--- src/rtl/hazard_stall_ctrl.sv ---
// Pipeline interlock: same-cycle Tuse/Tnew data stalls plus mult/div busy sequencing.
// Optional perf counters (data_stall_cnt, md_stall_cnt) under `HAZARD_PERF_EN`.
module hazard_stall_ctrl #(
   parameter int MULT_CYCLES = 5,
   parameter int DIV_CYCLES  = 10,
   parameter int CW          = $clog2(((DIV_CYCLES > MULT_CYCLES) ? DIV_CYCLES : MULT_CYCLES) + 1)
) (
   input  logic          clk,
   input  logic          reset,
   input  logic [4:0]    A1_ID,
   input  logic [4:0]    A2_ID,
   input  logic [1:0]    Tuse_rs,
   input  logic [1:0]    Tuse_rt,
   input  logic [4:0]    A3_EX,
   input  logic [4:0]    A3_MEM,
   input  logic [1:0]    Tnew_EX,
   input  logic [1:0]    Tnew_MEM,
   input  logic          md_start_ID,
   input  logic          md_is_div_ID,
   input  logic          md_use_ID,
   input  logic          ext_hold,
   input  logic          md_cancel,
   output logic          stall,
   output logic          idex_clr,
   output logic          md_busy,
   output logic [CW-1:0] md_count
`ifdef HAZARD_PERF_EN
   ,
   output logic [31:0]   data_stall_cnt,
   output logic [31:0]   md_stall_cnt
`endif
);

   logic          stall_rs;
   logic          stall_rt;
   logic          md_stall;
   logic          issue;
   logic [CW-1:0] md_count_q;
   logic [CW-1:0] md_count_d;

   // A producer blocks only while its result arrives later than the consumer needs it.
   always_comb begin
      stall_rs = (A1_ID != 5'd0) &&
                 (((A1_ID == A3_EX)  && (Tnew_EX  > Tuse_rs)) ||
                  ((A1_ID == A3_MEM) && (Tnew_MEM > Tuse_rs)));
      stall_rt = (A2_ID != 5'd0) &&
                 (((A2_ID == A3_EX)  && (Tnew_EX  > Tuse_rt)) ||
                  ((A2_ID == A3_MEM) && (Tnew_MEM > Tuse_rt)));
      md_stall = md_busy && (md_start_ID || md_use_ID);
      stall    = stall_rs || stall_rt || md_stall;
      idex_clr = stall && !ext_hold;
      issue    = md_start_ID && !stall && !ext_hold;
   end

   // The unit keeps counting through ext_hold; cancel beats a same-cycle issue.
   always_comb begin
      md_count_d = md_count_q;
      if (md_cancel) begin
         md_count_d = '0;
      end else if (issue) begin
         md_count_d = md_is_div_ID ? CW'(DIV_CYCLES) : CW'(MULT_CYCLES);
      end else if (md_count_q != '0) begin
         md_count_d = md_count_q - CW'(1);
      end
   end

   always_ff @(posedge clk or posedge reset) begin
      if (reset) begin
         md_count_q <= '0;
      end else begin
         md_count_q <= md_count_d;
      end
   end

   assign md_busy  = (md_count_q != '0);
   assign md_count = md_count_q;

`ifdef HAZARD_PERF_EN
   logic [31:0] data_stall_cnt_q;
   logic [31:0] data_stall_cnt_d;
   logic [31:0] md_stall_cnt_q;
   logic [31:0] md_stall_cnt_d;

   // Saturating; an md stall is attributed only when no data hazard explains the cycle.
   always_comb begin
      data_stall_cnt_d = data_stall_cnt_q;
      md_stall_cnt_d   = md_stall_cnt_q;
      if ((stall_rs || stall_rt) && !ext_hold && (data_stall_cnt_q != 32'hFFFF_FFFF)) begin
         data_stall_cnt_d = data_stall_cnt_q + 32'd1;
      end
      if (md_stall && !stall_rs && !stall_rt && !ext_hold && (md_stall_cnt_q != 32'hFFFF_FFFF)) begin
         md_stall_cnt_d = md_stall_cnt_q + 32'd1;
      end
   end

   always_ff @(posedge clk or posedge reset) begin
      if (reset) begin
         data_stall_cnt_q <= '0;
         md_stall_cnt_q   <= '0;
      end else begin
         data_stall_cnt_q <= data_stall_cnt_d;
         md_stall_cnt_q   <= md_stall_cnt_d;
      end
   end

   assign data_stall_cnt = data_stall_cnt_q;
   assign md_stall_cnt   = md_stall_cnt_q;
`endif

endmodule
--- config.mk ---
export PLATFORM = sky130hd
export DESIGN_NAME = hazard_stall_ctrl
export DESIGN_NICKNAME = d
export VERILOG_FILES = /design/src/rtl/hazard_stall_ctrl.sv
export SDC_FILE = /design/constraint.sdc
export NUM_CORES = 1
export LEC_CHECK = 0
export BUFFER_PORTS_ARGS = -buffer_cell sky130_fd_sc_hd__clkbuf_2
export CAP_MARGIN = 10
export CORE_MARGIN = 10
export CORE_UTILIZATION = 40
export CTS_CLUSTER_SIZE = 16
export DETAILED_ROUTE_END_ITERATION = 16
export PLACE_DENSITY = 0.81
export SYNTH_ARGS = -nofsm -noshare
export SYNTH_HDL_FRONTEND = slang
export SYNTH_SLANG_ARGS = --single-unit
--- constraint.sdc ---
create_clock -name clk -period 3.08 [get_ports clk]
set_input_delay 0.616 -clock clk [delete_from_list [all_inputs] [get_ports clk]]
set_output_delay 0.616 -clock clk [all_outputs]
set_load 0.01 [all_outputs]
# Yosys cells after proc, flatten, opt, wreduce, memory -nomap -nowiden
# Cells that the tools add are included.
# classes
addsub,1
n_lt_le_gt_ge,4
eq_ne,4
muxes,4
reduce_logical,21
# op_table
op,count
$eq 5x5->1,4
$mux 4,4
$logic_and 1x1->1,10
$reduce_bool 5->1,2
$gt 2x2->1,4
$logic_or 1x1->1,5
$reduce_bool 4->1,1
$sub 4x1->4 const B,1
$reduce_bool 3->1,1
$logic_not 1->1,2
# word_totals
input_bits,35
word_cells,35
regBits,4
out_inout_bits,7

# Longest topological paths before layout
# Gate-level depths: netlist of run 1.
# depth
depth_word,11
mapped_depth,8
depth_no_buf,8

# Worst setup path after synthesis of run 1
# OpenSTA, ideal clock, no wires.
# synth_path
kind,input -> output
startpoint,input port Tuse_rs[1]
endpoint,output port idex_clr
t_arrival_ns,1.828
path_slack_ns,0.636
t_required_ns,2.464
n_path_buf,0
cell_stages,7
cell_sequence,inv_1 > ha_1 > nand2_1 > nand4_1 > nor4_2 > o22ai_2 > a31oi_1
# synth_between
elab_chain_cells,7
word_cells_on_any_way,9
classes_between,2 x order compare; 7 x reduce/logical
# synth_lines
item,line_no,text
start: declaration,12,"input logic [1:0] Tuse_rs,"
"$gt 2x2->1, on equally long branches","44, 45",
"$logic_and 1x1->1, on equally long branches","44, 45",
$logic_or 1x1->1 *,44,(((A1_ID == A3_EX) && (Tnew_EX > Tuse_rs)) ||
$logic_and 1x1->1 *,43,stall_rs = (A1_ID != 5'd0) &&
$logic_or 1x1->1 * (2 in a row),50,stall = stall_rs || stall_rt || md_stall;
$logic_and 1x1->1 *,51,idex_clr = stall && !ext_hold;
end: declaration,24,"output logic idex_clr,"
# Every way passes the cells marked *; elsewhere a longest branch is shown, timed or not.

# Worst setup path in the final report of run 1
# Same ends and word-level chain as after synthesis.

==> out/metrics.cfg, run 1 <==
[route]
drc = 0
drtPass1Iterations = 4
route.vias.total = 776
drt_iter0_markers = 14
wire_per_inst_um = 13.7
via_per_inst = 5.01
wl_um = 2120
antenna_left = 0

[placement]
place_worst_setup_slack_ns = 0.374
io_buffers = 41
dp.cells = 152
globalplace.congestion = 0.840
place_hpwl_um = 1980

[clock_network]
clockBufferDepth = 2
clockRootBuffer = clkbuf_4
cts-hold-fix-buffers = 0
cts_tree = yes
cts_setup_buffers = 0
cts_sinks = 4
cts_resized = 0
htreeDepth = 1
cts_buffers = 3
clk_pin_slew_ns = 0.04
clk_latency_ns = 0.24

[pwr]
p_leak_nw = 0.488
peakVddDrop_mv = 0.219
powerDensity_mw_per_mm2 = 479

[synth]
syn_avg_cell_area_um2 = 8.38
async_flop_share = 1.00
synth.top_cell.area_share = 0.156
yosysSeqAreaShare = 0.137
ys_top_cells_by_area = xnor2_1 16%, ha_1 15%, dfrtp_1 14%, xor2_1 9.6%, inv_1 5.7%
syn-cell-area_um2 = 729
netlist_instances = 87
synth_seq_cells = 4
yosysTopAreaCell = xnor2_1
syn_nets = 131
synth.top_cells.by_count = 13 x xnor2_1, 11 x inv_1, 9 x ha_1, 8 x xor2_1, 6 x nand4_1
synth_edf_count = 0
synth_ff_type = dfrtp_1
ys_types = 27
synth_warnings = 0
yosysMostFrequentCell = xnor2_1

[worst_setup_path]
crit_chain = clkbuf_2, inv_1, ha_1, nand2_1, nand4_1, nor4_2, o22ai_2, a31oi_1, clkbuf_2
critPathTopFamily = simple AND/OR/NAND/NOR gates
crit_path_end_kind = output pin
setup.worst_path.class = in -> out
crit_start = Tuse_rs[1]
cp_max_fo = 5
crit_slowest_cell = nor4_2
crit_required_ns = 2.46
cp_num_buf_inv = 3
r2r_start = md_count[0]
cpMostUsedCell = clkbuf_2
arrival_ns = 2.12
r2r_slack_ns = 1.25
start_kind = input port
max_stage_delay_ns = 0.34

[floorplan]
die_y_um = 62.7
ios = 42
start_util = 0.422
die_w_um = 62.7
dieArea_mm2 = 0.00393
rows = 15
core_area_mm2 = 0.00173

[finish]
antenna_cells = 0
regArea_um2 = 100
fillers = 181
area_growth_pct = 34.8
stdcell_count = 155
drive_gt1_frac = 0.408
largest_reg_flops = 4
finalNetCount = 176
multiInputGateArea_um2 = 583

[sta]
setup_tns_ns = 0
fmax_mhz = 365
tightest_slew_ns = 0.329
finClkSkew_ns = 0.00833
setup_viol = 0
rsz0062_at_grt = false
period_share = 0.889
finalHoldViolations = 0
worst_slack_ns = 0.340
min_period_ns = 2.74
relSlewSlack = 0.779
slew_viol_final = 0

[run_status]
status = complete, no violations

[global_routing]
grt_use_total = 0.105
antenna_found_initial = 0
grt_pass1_vias = 898
overflow = 0
grt_start_max_net_pins = 7
grt_pass1_wl_um = 3520

[flow_run]
cap_violations = 0

[worst_hold_path]
min_path_type = in -> async

cell families (layout without fill, tap and decap cells):
| logic type | count (synthesis) | after routing | share of synthesized area |
|---|---|---|---|
| buffers and inverters | 12 | 55 | 0.0635 |
| and+or+nand+nor | 26 | 26 | 0.244 |
| AOI/OAI and AO/OA | 14 | 14 | 0.134 |
| adders and majority gates | 9 | 9 | 0.154 |
| muxes | 1 | 1 | 0.0154 |
| xor gates and xnor gates | 21 | 21 | 0.252 |
| DFF | 4 | 4 | 0.137 |
area by class of cell:
class / count / area share
clock buffers: 3 / 0.0229
well taps: 25 / 0.0318
repair buffers: 41 / 0.209
inverters: 11 / 0.0420
multi-input cells: 71 / 0.593
flip-flops and latches: 4 / 0.102
power breakdown:
group	total [mW]	leakage (nW)	internal (mW)	switching, mW
clock network	0.0656	0.0138	0.0436	0.0219
registers	0.0969	0.0527	0.0745	0.0223
logic	0.309	0.421	0.143	0.166
layer usage:
| layer | track usage | share of wire |
|---|---|---|
| met3 | 0.0412 | 0.077 |
| met4 | 0.0363 | 0.0099 |
| met2 | 0.199 | 0.52 |
| met1 | 0.0995 | 0.39 |
| met5 | 0 | 0 |
per-stage QoR:
step / util / hold WS [ns] / area [um2] / total power [mW]
floorplan: - / 0.382 / 729 / 0.302
global placement: 0.557 / 0.475 / 961 / 0.398
detailed placement: 0.557 / 0.481 / 961 / 0.410
CTS: 0.570 / 0.223 / 983 / 0.480
global route: 0.570 / 0.246 / 983 / 0.517
finish: 0.570 / 0.228 / 983 / 0.472
final timing paths:
path | endpoint | cells past startpoint
max in group asynchronous | md_count[1] | 2
worst min register to register | md_count[2] | 2
worst min-delay path | md_count[2] | 2
worst max-delay path | idex_clr | 9
min in group clk | md_count[2] | 2
worst max register to register | md_count[0] | 6
layout by cell type (no fill, tap or decap), drive strengths merged, types with 2 or more instances in the layout:
master	count
a21oi	5
clkbuf	44
dfrtp	4
ha	9
inv	11
nand2	5
nand4	6
nor2	2
nor4	4
o21ai	4
o22ai	2
or4	2
xnor2	13
xor2	8
worst reg2reg max path: stages (launching register included):
cell and delay [ns]:
dfrtp_1 0.41, inv_1 0.07, ha_1 0.19, or3b_1 0.47
nor3b_2 0.26, and3_4 0.22, o31ai_2 0.07
No activity file was read; power rests on OpenSTA's default activity.
==> inputs of run 2 (changes only) <==
==> constraint.sdc (replaced) <==
create_clock -name clk -period 3.08 [get_ports clk]
set_input_delay 0.462 -clock clk [delete_from_list [all_inputs] [get_ports clk]]
set_output_delay 0.462 -clock clk [all_outputs]
set_load 0.01 [all_outputs]
==> run 2 against run 1 <==
Net effect: maximum frequency grew 13%; global-route usage grew 0.22 points; clock skew rose by 0.0012 ns; sequential power is essentially flat; count of clock-buffer cells in the layout did not move; final cell count unchanged; largest cell class unchanged; hold slack worse by 0.16 ns; via count grew 1.0%; die area unchanged; worst setup slack improved by 0.31 ns.
==> out/metrics.cfg, run 2 (synthesis results as in run 1) <==
[pwr]
peakVddDrop_mv = 0.217  ; -1.1%
p_leak_nw = 0.488  ; unchanged
powerDensity_mw_per_mm2 = 480  ; +0.16%

[route]
wire_per_inst_um = 13.8  ; +1.1%
antenna_left = 0  ; unchanged
drt_iter0_markers = 13  ; -1
via_per_inst = 5.06  ; +1.0%
drc = 0  ; unchanged
wl_um = 2150  ; +1.1%
route.vias.total = 784  ; +1.0%
drtPass1Iterations = 2  ; -2

[finish]
stdcell_count = 155  ; unchanged
finalNetCount = 176  ; unchanged
drive_gt1_frac = 0.408  ; unchanged
fin_area_um2 = 983  ; unchanged
fillers = 184  ; +1.7%
antenna_cells = 0  ; unchanged
mostFrequentLayoutCell = clkbuf_2
largest_reg_flops = 4  ; unchanged
fin_util = 0.570  ; unchanged
area_growth_pct = 34.8  ; unchanged
layout_common_cells = 41 x clkbuf_2, 13 x xnor2_1, 11 x inv_1

[run_status]
status = complete, no violations

[floorplan]
die_w_um = 62.7  ; unchanged
core_area_mm2 = 0.00173  ; unchanged
start_util = 0.422  ; unchanged
die_y_um = 62.7  ; unchanged
ios = 42  ; unchanged
rows = 15  ; unchanged
dieArea_mm2 = 0.00393  ; unchanged

[sta]
rsz0062_at_grt = false
fmax_mhz = 412  ; +13%
period_share = 0.789  ; -0.100
setup_viol = 0  ; unchanged
tightest_slew_ns = 0.326  ; -0.00253 ns
relSlewSlack = 0.781  ; +0.00170
slew_viol_final = 0  ; unchanged
hold_ws_ns = 0.0723  ; -0.156 ns
finClkSkew_ns = 0.00957  ; +0.00124 ns
setup_tns_ns = 0  ; unchanged
min_period_ns = 2.43  ; -0.309 ns
finalHoldViolations = 0  ; unchanged

[placement]
dp.cells = 152  ; unchanged
place_hpwl_um = 2000  ; +0.90%
globalplace.congestion = 0.840  ; about the same
dpl_cell_area_um2 = 961  ; unchanged
io_buffers = 41  ; unchanged

[flow_run]
cap_violations = 0  ; unchanged

[global_routing]
grt_util_met2 = 0.208  ; +0.00897
use_met3 = 0.0412  ; unchanged
grt.met1_usage = 0.0985  ; -0.00101
overflow = 0  ; unchanged
antenna_found_initial = 0  ; unchanged
grt_pass1_vias = 898  ; unchanged
grt_busiest_layer = met2
grt_use_total = 0.107  ; +0.00217
grt_pass1_wl_um = 3570  ; +1.6%
grt_start_max_net_pins = 7  ; unchanged

[clock_network]
clockRootBuffer = clkbuf_4
cts_sinks = 4  ; unchanged
cts_buffers = 3  ; unchanged
clk_latency_ns = 0.24  ; about the same
cts_setup_buffers = 0  ; unchanged
cts_tree = yes
cts-hold-fix-buffers = 0  ; unchanged
htreeDepth = 1  ; unchanged
cts_resized = 0  ; unchanged
clk_pin_slew_ns = 0.04  ; about the same
clockBufferDepth = 2  ; unchanged

[worst_hold_path]
min_path_type = in -> async

[worst_setup_path]
crit_required_ns = 2.62  ; +0.16 ns
start_kind = input port
cp_max_fo = 5  ; unchanged
crit_path_end_kind = output pin
setup.worst_path.class = in -> out
arrival_ns = 1.97  ; -0.15 ns

## run 2: cell counts in the layout (fill, tap and decap cells not counted)
Identical to the previous run, type by type.
## run 2: worst paths after layout
kind                       depth (start not counted)  slack, ns          end   startpoint
max in group asynchronous                          2       2.85  md_count[1]        reset
min in group clk                                   2       0.50  md_count[0]    md_cancel
min                                                2       0.07  md_count[2]        reset
max reg2reg                                        6       1.25  md_count[1]  md_count[0]
min reg2reg                                        2       0.64  md_count[2]  md_count[2]
max                                                9       0.65     idex_clr   Tuse_rs[1]
## run 2: critical path, cell delays in order
cell and delay [ns]:
clkbuf_2 0.07, inv_1 0.04, ha_1 0.31, nand2_1 0.09, nand4_1 0.11, nor4_2 0.34, o22ai_2 0.19, a31oi_1 0.20
clkbuf_2 0.16
## run 2: power breakdown
group          total [mW]  internal (mW)  switching [mW]
logic               0.309          0.143           0.166
clock network      0.0661         0.0436          0.0225
registers          0.0968         0.0745          0.0223
total               0.472          0.261           0.211
## run 2: metal layers
layer,wire length (um),up-vias
met5,0,-
met4,21,0
met3,163,2
met2,1130,27
met1,829,358
li1,-,397
## run 2: through the flow
| stage | total power, mW | setup slack [ns] |
|---|---|---|
| global route | 0.515 | 0.524 |
| finish | 0.472 | 0.650 |
| global placement | 0.398 | 0.715 |
| detailed placement | 0.410 | 0.670 |
| CTS | 0.481 | 0.650 |
| floorplan | 0.302 | 0.944 |
## run 2: cell type report
class                      instances  area (um2)  share of cell area
sequential                         4         100               0.102
inverter                          11        41.3              0.0420
tap                               25        31.3              0.0318
multi-input combinational         71         583               0.593
clock buffer                       3        22.5              0.0229
timing repair buffer              41         205               0.209
==> inputs of run 3 (changes only) <==
- ABC_AREA: not set -> 1
- PLACE_DENSITY: 0.81 -> 0.8
- clock period: 3.08 -> 2.08 ns (I/O delays scaled with it)
==> run 3 against run 2 <==
Net effect: clock power grew 42%; wire length up 18%; hold slack improved by 0.29 ns; total power grew 77%; die area rose by 15%; critical path depth increased by 3; global-route usage fell by 0.26 points; via count increased by 35%; cell area increased by 24%; non-clock buffer count is 5 higher.
==> out/metrics.cfg, run 3 <==
[floorplan]
rows = 17  ; +2
core_area_mm2 = 0.00217  ; +26%
start_util = 0.413  ; -0.00897
ios = 42  ; unchanged
die_y_um = 67.4  ; +7.4%
die_w_um = 67.4  ; +7.4%
dieArea_mm2 = 0.00454  ; +15%

[worst_setup_path]
r2r_slack_ns = 0.36  ; -0.89 ns
crit_path_end_kind = output pin
max_stage_delay_ns = 0.38  ; +0.04 ns
r2r_start = md_count[0]
cp_num_buf_inv = 5  ; +2
crit_required_ns = 1.77  ; -0.85 ns
start_kind = flip-flop
reg2regPathDepth = 14  ; +8
reg2reg_to = md_count[1]
arrival_ns = 1.65  ; -0.32 ns
crit_slowest_cell = dfrtp_1
critPathTopFamily = flip-flops
setup.worst_path.class = reg -> out
crit_chain = inv_2, ha_4, nand2_2, nor2_4, inv_2, o21ai_4, inv_1, a21oi_2, nand2_1, nand2_1, inv_1, clkbuf_2
cp_max_fo = 3  ; -2

[pwr]
peakVddDrop_mv = 0.810  ; +270%
p_leak_nw = 0.795  ; +63%
powerDensity_mw_per_mm2 = 682  ; +42%

[route]
drtPass1Iterations = 4  ; +2
antenna_left = 0  ; unchanged
drc = 0  ; unchanged
drt_iter0_markers = 66  ; +53
route.vias.total = 1059  ; +35%
via_per_inst = 4.49  ; -11%
wl_um = 2530  ; +18%
wire_per_inst_um = 10.7  ; -23%

[synth]
netlist_instances = 159  ; +83%
yosysSeqAreaShare = 0.112  ; -0.0256
syn_avg_cell_area_um2 = 5.64  ; -33%
yosysMostFrequentCell = nand2_1
ys_top_cells_by_area = nand2_1 23%, inv_1 13%, ha_1 13%, dfrtp_1 11%, xor2_1 7.8%
syn-cell-area_um2 = 897  ; +23%
synth_edf_count = 0  ; unchanged
syn_nets = 203  ; +55%
async_flop_share = 1.00  ; unchanged
synth.top_cells.by_count = 55 x nand2_1, 32 x inv_1, 15 x nor2_1, 9 x ha_1, 9 x nand3_1
synth.top_cell.area_share = 0.230  ; +0.0740
synth_ff_type = dfrtp_1
synth_warnings = 0  ; unchanged
synth_seq_cells = 4  ; unchanged
yosysTopAreaCell = nand2_1
ys_types = 21  ; -22%

[global_routing]
grt_pass1_wl_um = 3930  ; +10%
overflow = 0  ; unchanged
antenna_found_initial = 0  ; unchanged
grt_use_total = 0.105  ; -0.00262
grt_start_max_net_pins = 9  ; +2
grt_pass1_vias = 1028  ; +14%

[clock_network]
cts_buffers = 3  ; unchanged
clk_pin_slew_ns = 0.03  ; about the same
clockBufferDepth = 2  ; unchanged
clk_latency_ns = 0.23  ; about the same
htreeDepth = 1  ; unchanged
cts_sinks = 4  ; unchanged
clockRootBuffer = clkbuf_4
cts_tree = yes

[sta]
relSlewSlack = 0.878  ; +0.0977
fmax_mhz = 509
period_share = 0.945
setup_viol = 0  ; unchanged
finalHoldViolations = 0  ; unchanged
tightest_slew_ns = 0.181  ; -0.145 ns
setup_tns_ns = 0  ; unchanged
hold_ws_ns = 0.364  ; +0.291 ns
slew_viol_final = 0  ; unchanged
min_period_ns = 1.97
finClkSkew_ns = 0.00330  ; -0.00628 ns

[finish]
layout_common_cells = 54 x nand2_1, 41 x clkbuf_2, 30 x inv_1
area_growth_pct = 36.4
drive_gt1_frac = 0.322  ; -0.0856
mostFrequentLayoutCell = nand2_1
finalNetCount = 254  ; +44%
fin_area_mm2 = 0.00122  ; +24%
largest_reg_flops = 4  ; unchanged
antenna_cells = 0  ; unchanged

[placement]
io_buffers = 41  ; unchanged
dpl_cell_area_mm2 = 0.00114  ; +18%
place_hpwl_um = 2150  ; +7.5%
globalplace.congestion = 0.802  ; -4.5%

[worst_hold_path]
min_path_type = in -> reg
min_from = md_cancel
whs_path_depth = 4
min_to = md_count[0]

[flow_run]
cap_violations = 0  ; unchanged

[run_status]
status = complete, no violations

run 3: changes by cell type after synthesis, moves of 5 or more:
cell     delta
inv_1      +21
nand4_1     -5
nor2_1     +13
nand3_1     +8
inv_2       +7
nand2_1    +50
xnor2_1    -12
run 3: power breakdown:
group | total, mW | internal, mW | switching, mW
Clock | 0.0940 | 0.0644 | 0.0297
Sequential | 0.134 | 0.106 | 0.0279
Combinational | 0.607 | 0.277 | 0.330
Total | 0.835 | 0.447 | 0.388
run 3: timing repair:
| item | in CTS | in global routing |
|---|---|---|
| setup buffers | 1 | 3 |
| pin swaps | 1 | 3 |
| setup endpoints to repair | 1 | 2 |
| hold buffers | 1 | 0 |
| endpoints found under the hold margin | 4 | 0 |
| gates resized for setup | 1 | 6 |
run 3: worst max path at each step:
stage	depth (start not counted)	to	startpoint	slack (ns)
2_1_floorplan	11	idex_clr	md_count[0]	0.26
3_3_place_gp	15	idex_clr	Tuse_rt[1]	0.21
3_5_place_dp	15	idex_clr	Tuse_rt[1]	0.19
4_1_cts	12	idex_clr	md_count[0]	0.007
5_1_grt	12	idex_clr	md_count[0]	-0.05
6_report	12	idex_clr	md_count[0]	0.11
run 3: layout make-up:
class	count	area [um2]
clock buffers	3	22.5
fillers	250	946
well taps	28	35.0
flip-flops and latches	4	100
inverters	39	146
multi-input cells	116	674
repair buffers	46	245
run 3: logic make-up (layout without fill, tap and decap cells):
family | count (synthesis) | in the layout | synth area share
compound gates | 10 | 10 | 0.0893
flops | 4 | 4 | 0.112
simple gates | 88 | 88 | 0.423
buf+inv | 39 | 88 | 0.163
xor+xnor | 9 | 9 | 0.0879
fa+ha+maj | 9 | 9 | 0.126
run 3: through the flow:
| step | utilization | cells | total power [mW] | setup slack [ns] |
|---|---|---|---|---|
| global placement | 0.524 | 228 | 0.635 | 0.212 |
| global route | 0.564 | 236 | 0.941 | -0.0474 |
| floorplan | - | 159 | 0.481 | 0.260 |
| detailed placement | 0.524 | 228 | 0.635 | 0.186 |
| finish | 0.564 | 236 | 0.835 | 0.114 |
| CTS | 0.545 | 233 | 0.767 | 0.00750 |
run 3: metal layers:
metal	share of wire	vias up	track usage
met1	0.44	453	0.122
met4	0	0	0.00769
li1	-	577	-
met2	0.47	29	0.182
met3	0.093	0	0.0430
met5	0	-	0
run 3: worst min-delay path: stages:
cell and delay (ns):
clkbuf_2 0.11, a21oi_4 0.04, nand2_1 0.05, nand2_1 0.04
